## config.mk

```make
export PLATFORM = sky130hd
export DESIGN_NAME = hs32_xu
export DESIGN_NICKNAME = d
export VERILOG_FILES = /design/src/rtl/hs32_xu.sv
export SDC_FILE = /design/constraint.sdc
export NUM_CORES = 2
export LEC_CHECK = 0
export CELL_PAD_IN_SITES_DETAIL_PLACEMENT = 0
export CELL_PAD_IN_SITES_GLOBAL_PLACEMENT = 1
export CORE_UTILIZATION = 49
export CTS_BUF_LIST = sky130_fd_sc_hd__clkbuf_4 sky130_fd_sc_hd__clkbuf_8 sky130_fd_sc_hd__clkbuf_16
export DETAILED_ROUTE_END_ITERATION = 10
export MAX_ROUTING_LAYER = met4
export PLACE_DENSITY_LB_ADDON = 0.1
export SYNTH_ARGS = -nofsm -noshare
export SYNTH_HDL_FRONTEND = slang
export SYNTH_SLANG_ARGS = --single-unit
```

## constraint.sdc

```tcl
create_clock -name clk -period 6.98 [get_ports clk]
set_clock_uncertainty 0.2 [all_clocks]
set_input_delay 1.396 -clock clk [delete_from_list [all_inputs] [get_ports clk]]
set_output_delay 1.396 -clock clk [all_outputs]
set_load 0.005 [all_outputs]
```

## src/rtl/hs32_xu.sv

```systemverilog
// HS32 execute unit: operand read, shift+ALU, load/store handshake, writeback, fetch redirect.
// Optional memory-ack timeout with sticky fault is compiled in with `define HS32_XU_TIMEOUT_EN.
module hs32_xu #(
    parameter int XLEN    = 32,
    parameter int NREGS   = 16,
    parameter int IMMW    = 16,
    parameter int TIMEOUT = 255,
    localparam int RA     = $clog2(NREGS)
) (
    input  logic            clk,
    input  logic            reset,
    input  logic            req,
    output logic            rdy,
    input  logic [2:0]      aluop,
    input  logic [4:0]      shift,
    input  logic [IMMW-1:0] imm,
    input  logic [RA-1:0]   rd,
    input  logic [RA-1:0]   rm,
    input  logic [RA-1:0]   rn,
    input  logic [15:0]     ctlsig,
    output logic [XLEN-1:0] newpc,
    output logic            flush,
    output logic [XLEN-1:0] addr,
    input  logic [XLEN-1:0] dtrm,
    output logic [XLEN-1:0] dtwm,
    output logic            rw,
    output logic            reqm,
    input  logic            ackm,
    output logic [3:0]      flags,
    output logic            fault
);

    typedef enum logic [1:0] {ST_IDLE, ST_TR1, ST_TM1, ST_TW1} state_t;

    state_t          state_q, state_d;
    logic [2:0]      aluop_q, aluop_d;
    logic [4:0]      shift_q, shift_d;
    logic [IMMW-1:0] imm_q, imm_d;
    logic [RA-1:0]   rd_q, rd_d, rm_q, rm_d, rn_q, rn_d;
    logic [1:0]      dst_q, dst_d;
    logic [2:0]      src_q, src_d;
    logic            fl_q, fl_d;
    logic [XLEN-1:0] res_q, res_d, data_q, data_d;
    logic [3:0]      nzcv_q, nzcv_d, flags_q, flags_d;
    logic [XLEN-1:0] regs_q [NREGS];
    logic [XLEN-1:0] regs_d [NREGS];

    logic            is_load, is_store, is_mem, timeout_hit;
    logic [XLEN-1:0] op_a, op_b, alu_res;
    logic [XLEN:0]   sum, dif;
    logic            alu_c, alu_v;
    logic            unused_ctl;

    assign unused_ctl = ^{ctlsig[15:13], ctlsig[7:1]};
    assign is_load    = (src_q == 3'b110);
    assign is_store   = (src_q == 3'b111);
    assign is_mem     = is_load | is_store;

    // Load/store always form the address as Rm + shifted immediate.
    always_comb begin
        op_a    = regs_q[rm_q];
        op_b    = ((src_q == 3'b001 || src_q == 3'b010 || is_mem) ? XLEN'(imm_q) : regs_q[rn_q]) << shift_q;
        sum     = {1'b0, op_a} + {1'b0, op_b};
        dif     = {1'b0, op_a} - {1'b0, op_b};
        alu_res = op_a;
        alu_c   = flags_q[1];
        alu_v   = flags_q[0];
        if (is_mem) begin
            alu_res = sum[XLEN-1:0];
        end else if (src_q == 3'b001) begin
            alu_res = op_b;
        end else begin
            case (aluop_q)
                3'b000: begin
                    alu_res = sum[XLEN-1:0];
                    alu_c   = sum[XLEN];
                    alu_v   = (op_a[XLEN-1] == op_b[XLEN-1]) && (sum[XLEN-1] != op_a[XLEN-1]);
                end
                3'b001: begin
                    alu_res = dif[XLEN-1:0];
                    alu_c   = ~dif[XLEN];
                    alu_v   = (op_a[XLEN-1] != op_b[XLEN-1]) && (dif[XLEN-1] != op_a[XLEN-1]);
                end
                3'b010:  alu_res = op_a & op_b;
                3'b011:  alu_res = op_a | op_b;
                3'b100:  alu_res = op_a ^ op_b;
                3'b101:  alu_res = op_b;
                3'b110:  alu_res = op_a & ~op_b;
                default: alu_res = op_a;
            endcase
        end
    end

    always_comb begin
        state_d = state_q;
        case (state_q)
            ST_IDLE: if (req) state_d = ST_TR1;
            ST_TR1:  state_d = is_mem ? ST_TM1 : ST_TW1;
            ST_TM1: begin
                if (ackm)             state_d = is_load ? ST_TW1 : ST_IDLE;
                else if (timeout_hit) state_d = ST_IDLE;
            end
            ST_TW1:  state_d = ST_IDLE;
            default: state_d = ST_IDLE;
        endcase
    end

    always_comb begin
        aluop_d = aluop_q;
        shift_d = shift_q;
        imm_d   = imm_q;
        rd_d    = rd_q;
        rm_d    = rm_q;
        rn_d    = rn_q;
        dst_d   = dst_q;
        src_d   = src_q;
        fl_d    = fl_q;
        res_d   = res_q;
        data_d  = data_q;
        nzcv_d  = nzcv_q;
        flags_d = flags_q;
        regs_d  = regs_q;
        case (state_q)
            ST_IDLE: if (req) begin
                aluop_d = aluop;
                shift_d = shift;
                imm_d   = imm;
                rd_d    = rd;
                rm_d    = rm;
                rn_d    = rn;
                dst_d   = ctlsig[12:11];
                src_d   = ctlsig[10:8];
                fl_d    = ctlsig[0];
            end
            ST_TR1: begin
                res_d  = alu_res;
                nzcv_d = {alu_res[XLEN-1], (alu_res == '0), alu_c, alu_v};
                data_d = regs_q[rd_q];
            end
            ST_TM1: if (ackm && is_load) data_d = dtrm;
            ST_TW1: begin
                if (dst_q == 2'b01) regs_d[rd_q] = is_load ? data_q : res_q;
                if (fl_q && dst_q != 2'b10) flags_d = nzcv_q;
            end
            default: ;
        endcase
    end

    always_ff @(posedge clk or negedge reset) begin
        if (!reset) begin
            state_q <= ST_IDLE;
            aluop_q <= '0;
            shift_q <= '0;
            imm_q   <= '0;
            rd_q    <= '0;
            rm_q    <= '0;
            rn_q    <= '0;
            dst_q   <= '0;
            src_q   <= '0;
            fl_q    <= 1'b0;
            res_q   <= '0;
            data_q  <= '0;
            nzcv_q  <= '0;
            flags_q <= '0;
        end else begin
            state_q <= state_d;
            aluop_q <= aluop_d;
            shift_q <= shift_d;
            imm_q   <= imm_d;
            rd_q    <= rd_d;
            rm_q    <= rm_d;
            rn_q    <= rn_d;
            dst_q   <= dst_d;
            src_q   <= src_d;
            fl_q    <= fl_d;
            res_q   <= res_d;
            data_q  <= data_d;
            nzcv_q  <= nzcv_d;
            flags_q <= flags_d;
        end
    end

    for (genvar gi = 0; gi < NREGS; gi++) begin : g_reg
        always_ff @(posedge clk or negedge reset) begin
            if (!reset) regs_q[gi] <= '0;
            else        regs_q[gi] <= regs_d[gi];
        end
    end

`ifdef HS32_XU_TIMEOUT_EN
    localparam int CW = ($clog2(TIMEOUT + 1) > 8) ? $clog2(TIMEOUT + 1) : 8;
    logic [CW-1:0] tcnt_q, tcnt_d;
    logic          fault_q, fault_d;

    // Counter idles at zero outside TM1, so every transfer starts from a clean count.
    assign timeout_hit = (state_q == ST_TM1) && !ackm && (tcnt_q == CW'(TIMEOUT - 1));

    always_comb begin
        tcnt_d  = tcnt_q;
        fault_d = fault_q | timeout_hit;
        if (state_q != ST_TM1) tcnt_d = '0;
        else if (!ackm)        tcnt_d = tcnt_q + 1'b1;
    end

    always_ff @(posedge clk or negedge reset) begin
        if (!reset) begin
            tcnt_q  <= '0;
            fault_q <= 1'b0;
        end else begin
            tcnt_q  <= tcnt_d;
            fault_q <= fault_d;
        end
    end

    assign fault = fault_q;
`else
    assign timeout_hit = 1'b0;
    assign fault       = 1'b0;
`endif

    always_comb begin
        rdy   = (state_q == ST_IDLE);
        reqm  = (state_q == ST_TM1);
        rw    = reqm && is_store;
        addr  = reqm ? res_q : '0;
        dtwm  = rw ? data_q : '0;
        flush = (state_q == ST_TW1) && (dst_q == 2'b11);
        newpc = flush ? res_q : '0;
        flags = flags_q;
    end

endmodule

```

==> impl_results.md <==
* Status: finished with violations
* Failing checks: setup timing
* Full die area at 94,300 um2
* Max cap viols at 0
* ANT nets after route at 0
* Mean Syn Cell Area at 9.84 um2
* Share of layout cells above drive strength 1 at 27.3%
* Final-report hold violation count at 0
* Worst-path clk slew at 60 ps
* Detailed-route wire length at 196,000 um
* Pin count of the biggest net entering global routing at 160
* Post-synthesis sequential area ratio at 34.4%
* Clock network latency to the later pin of the worst-skew pair at 650 ps
* DRC viols at 0
* Chip height at 307 um
* Htree depth at 3
* Total of flip-flops plus latches after synthesis at 627
* Top-count cell post-synth: dfrtp_1
* Via count at 42,307
* Final Max Slew Viols at 0
* Number of flops mapped to enable cells by yosys at 0
* Synth top cells by count: dfrtp_1, nor2_1, a21oi_1
* CP Launch Type: flip-flop
* Final setup margin at -4.46 ps
* Die X at 307 um
* Worst Setup EP: nzcv_q[2]
* Crit Path Max Fanout at 7
* Relative slew margins at 21.5%
* Ys async rst share at 100%
* WL per Instance at 30.5 um
* # IOs at 193
* Synth cell types at 103
* CTS Buffer Depth at 3
* Initial antenna violation count at 3
* Post-Synthesis Cell Area at 45,600 um2
* Starting Density at 49.6%
* Fmax achieved at 143 MHz
* Reg2reg start: rn_q[0]
* Drt first pass iters at 8
* Reg2reg end: nzcv_q[2]
* Setup slack, reg-to-reg at -4 ps
* Core Region at 91,900 um2
* Depth of the most critical reg-to-reg path at 27
* Via/cell ratio at 6.60
* Fin crit period at 6980 ps
* Nets@finish at 5,311
* Primary FF master, synth: dfrtp_1
* RSZ-0062 raised after global routing: true
* Worst hold slack at 296 ps
* IO buf count at 181
* Dpl hpwl at 138,000 um
* Final setup fails at 1
* Top cell type's share of synthesized area at 34.4%
* Crit end category: flip-flop
* Hold Path Class: reg2reg
* TritonCTS clock tree: yes
* Clock Sink Count at 627
* Root Buffer: clkbuf_16
* Worst path arrival time at 7360 ps
* Total GRT Usage at 42.7%
* Syn Nets at 4,830
* Period utilization at 100%
* First-pass GRT wire length at 285,000 um
* Final Wtd Congestion at 1.06
* Worst Path Required at 7350 ps
* Mapped Cells at 4,637
* Post-synth top area cell: dfrtp_1
* Initial drt markers at 4,922
* Slew @ Worst Pin at 1180 ps
* Area growth, synth to finish at 21.9%
* Core Rows at 111
* Worst setup path start: rn_q[0]
* Critical path class: reg2reg
* Fillers at 8,015
* Hold_buf cts at 0
* CTS Buf Count at 72
* Top cells by area, synth: dfrtp_1, mux4_2, a21oi_1
* Vias in the first global route at 41,115
* Yosys Warn Count at 0
* Overflow left after global routing at 0
## worst max-delay path, cell delays in order (launching register included)
cell and delay [ps]:
dfrtp_4 550, buf_6 200, buf_4 160, mux2i_1 140, a222oi_1 320, buf_4 200
a221oi_4 80, buf_4 160, nor4_1 730, buf_4 250, ha_1 170, inv_1 60
fa_1 490, nor2b_1 180, o211ai_1 180, buf_4 190, nand3_1 140, and4_1 280
o21ai_0 180, buf_4 190, a21oi_1 90, mux2_2 300, a2111oi_2 360, o31ai_1 130
a21o_1 210, nor4_1 320, nand4_1 260, o21ai_1 180
## routing by layer
layer  up-vias  part of all wire, %  routed length [um]  track usage (%)
met5         -                    0                   0                -
li1      18227                    -                   -                -
met4         0                  6.7               13100             23.3
met1     21244                   40               78200             56.3
met2      2265                   45               87700             63.3
met3       571                  8.6               16900             6.83
## cell families after synthesis
group           Yosys count  share of synthesized area (%)
mux                     695                           26.2
other cells               1                        0.00822
flops                   627                           34.4
simple gates           1355                           13.3
buf+inv                 514                           4.75
fa+ha+maj               105                           2.91
xor+xnor                 47                          0.902
compound gates         1293                           17.5
## registers in the layout, summed over array words and instances (netlist names)
name / cells
res_q: 32
imm_q: 16
data_q: 32
fl_q: 1
state_q: 2
rd_q: 4
regs_q: 512
dst_q: 2
src_q: 3
rn_q: 4
shift_q: 5
aluop_q: 3
nzcv_q: 3
rm_q: 4
flags: 4
## what timing repair did
item | 4_1_cts | 5_1_grt
setup buffers | 6 | 21
endpoints found under the setup margin | 7 | 9
gates resized for setup | 31 | 128
endpoints found under the hold margin | 0 | 0
pin swaps | 2 | 35
## area by class of cell
| type | instances | area (um2) | area share [%] |
|---|---|---|---|
| Antenna cell | 2 | 5.00 | 0.00900 |
| Timing Repair Buffer | 817 | 6860 | 12.3 |
| Tap cell | 1243 | 1560 | 2.80 |
| Multi-Input combinational cell | 3496 | 28700 | 51.5 |
| Inverter | 104 | 390 | 0.702 |
| Clock inverter | 25 | 315 | 0.567 |
| Sequential cell | 627 | 15700 | 28.3 |
| Clock buffer | 101 | 2110 | 3.80 |
## worst min-delay path by stage
stage	cells past startpoint	startpoint	to	slack (ps)
floorplan	2	nzcv_q[2]	nzcv_q[2]	250
global placement	2	data_q[24]	data_q[24]	280
detailed placement	2	data_q[28]	data_q[28]	290
CTS	2	data_q[15]	data_q[15]	300
global route	2	data_q[15]	data_q[15]	320
finish	2	data_q[10]	data_q[10]	300
## cell usage in the layout (no fill, tap or decap), drive strengths merged, types with 71 or more instances in the layout
| master | netlist | final |
|---|---|---|
| nand2 | 383 | 383 |
| clkdlybuf4s50 | 0 | 180 |
| inv | 102 | 107 |
| ha | 103 | 103 |
| mux4 | 388 | 388 |
| a21oi | 522 | 522 |
| mux2i | 235 | 235 |
| o21ai | 294 | 294 |
| and2 | 123 | 123 |
| buf | 105 | 637 |
| a22oi | 71 | 71 |
| nor2 | 568 | 568 |
| mux2 | 72 | 72 |
| clkbuf | 305 | 101 |
| dfrtp | 627 | 627 |
## stage by stage
step	area (um2)	worst slack, ps	util, %	cells	setup TNS, ps
floorplan	45600	718	-	4637	0
global placement	52200	-508	56.8	6261	-1270
detailed placement	52200	-572	56.8	6261	-1630
CTS	54900	8.23	59.7	6393	0
global route	55600	-232	60.5	6413	-411
finish	55600	-4.46	60.5	6415	-4.46
Power is not shown: default switching activity piles up to over one toggle a cycle in this logic, so the estimate is an artifact.
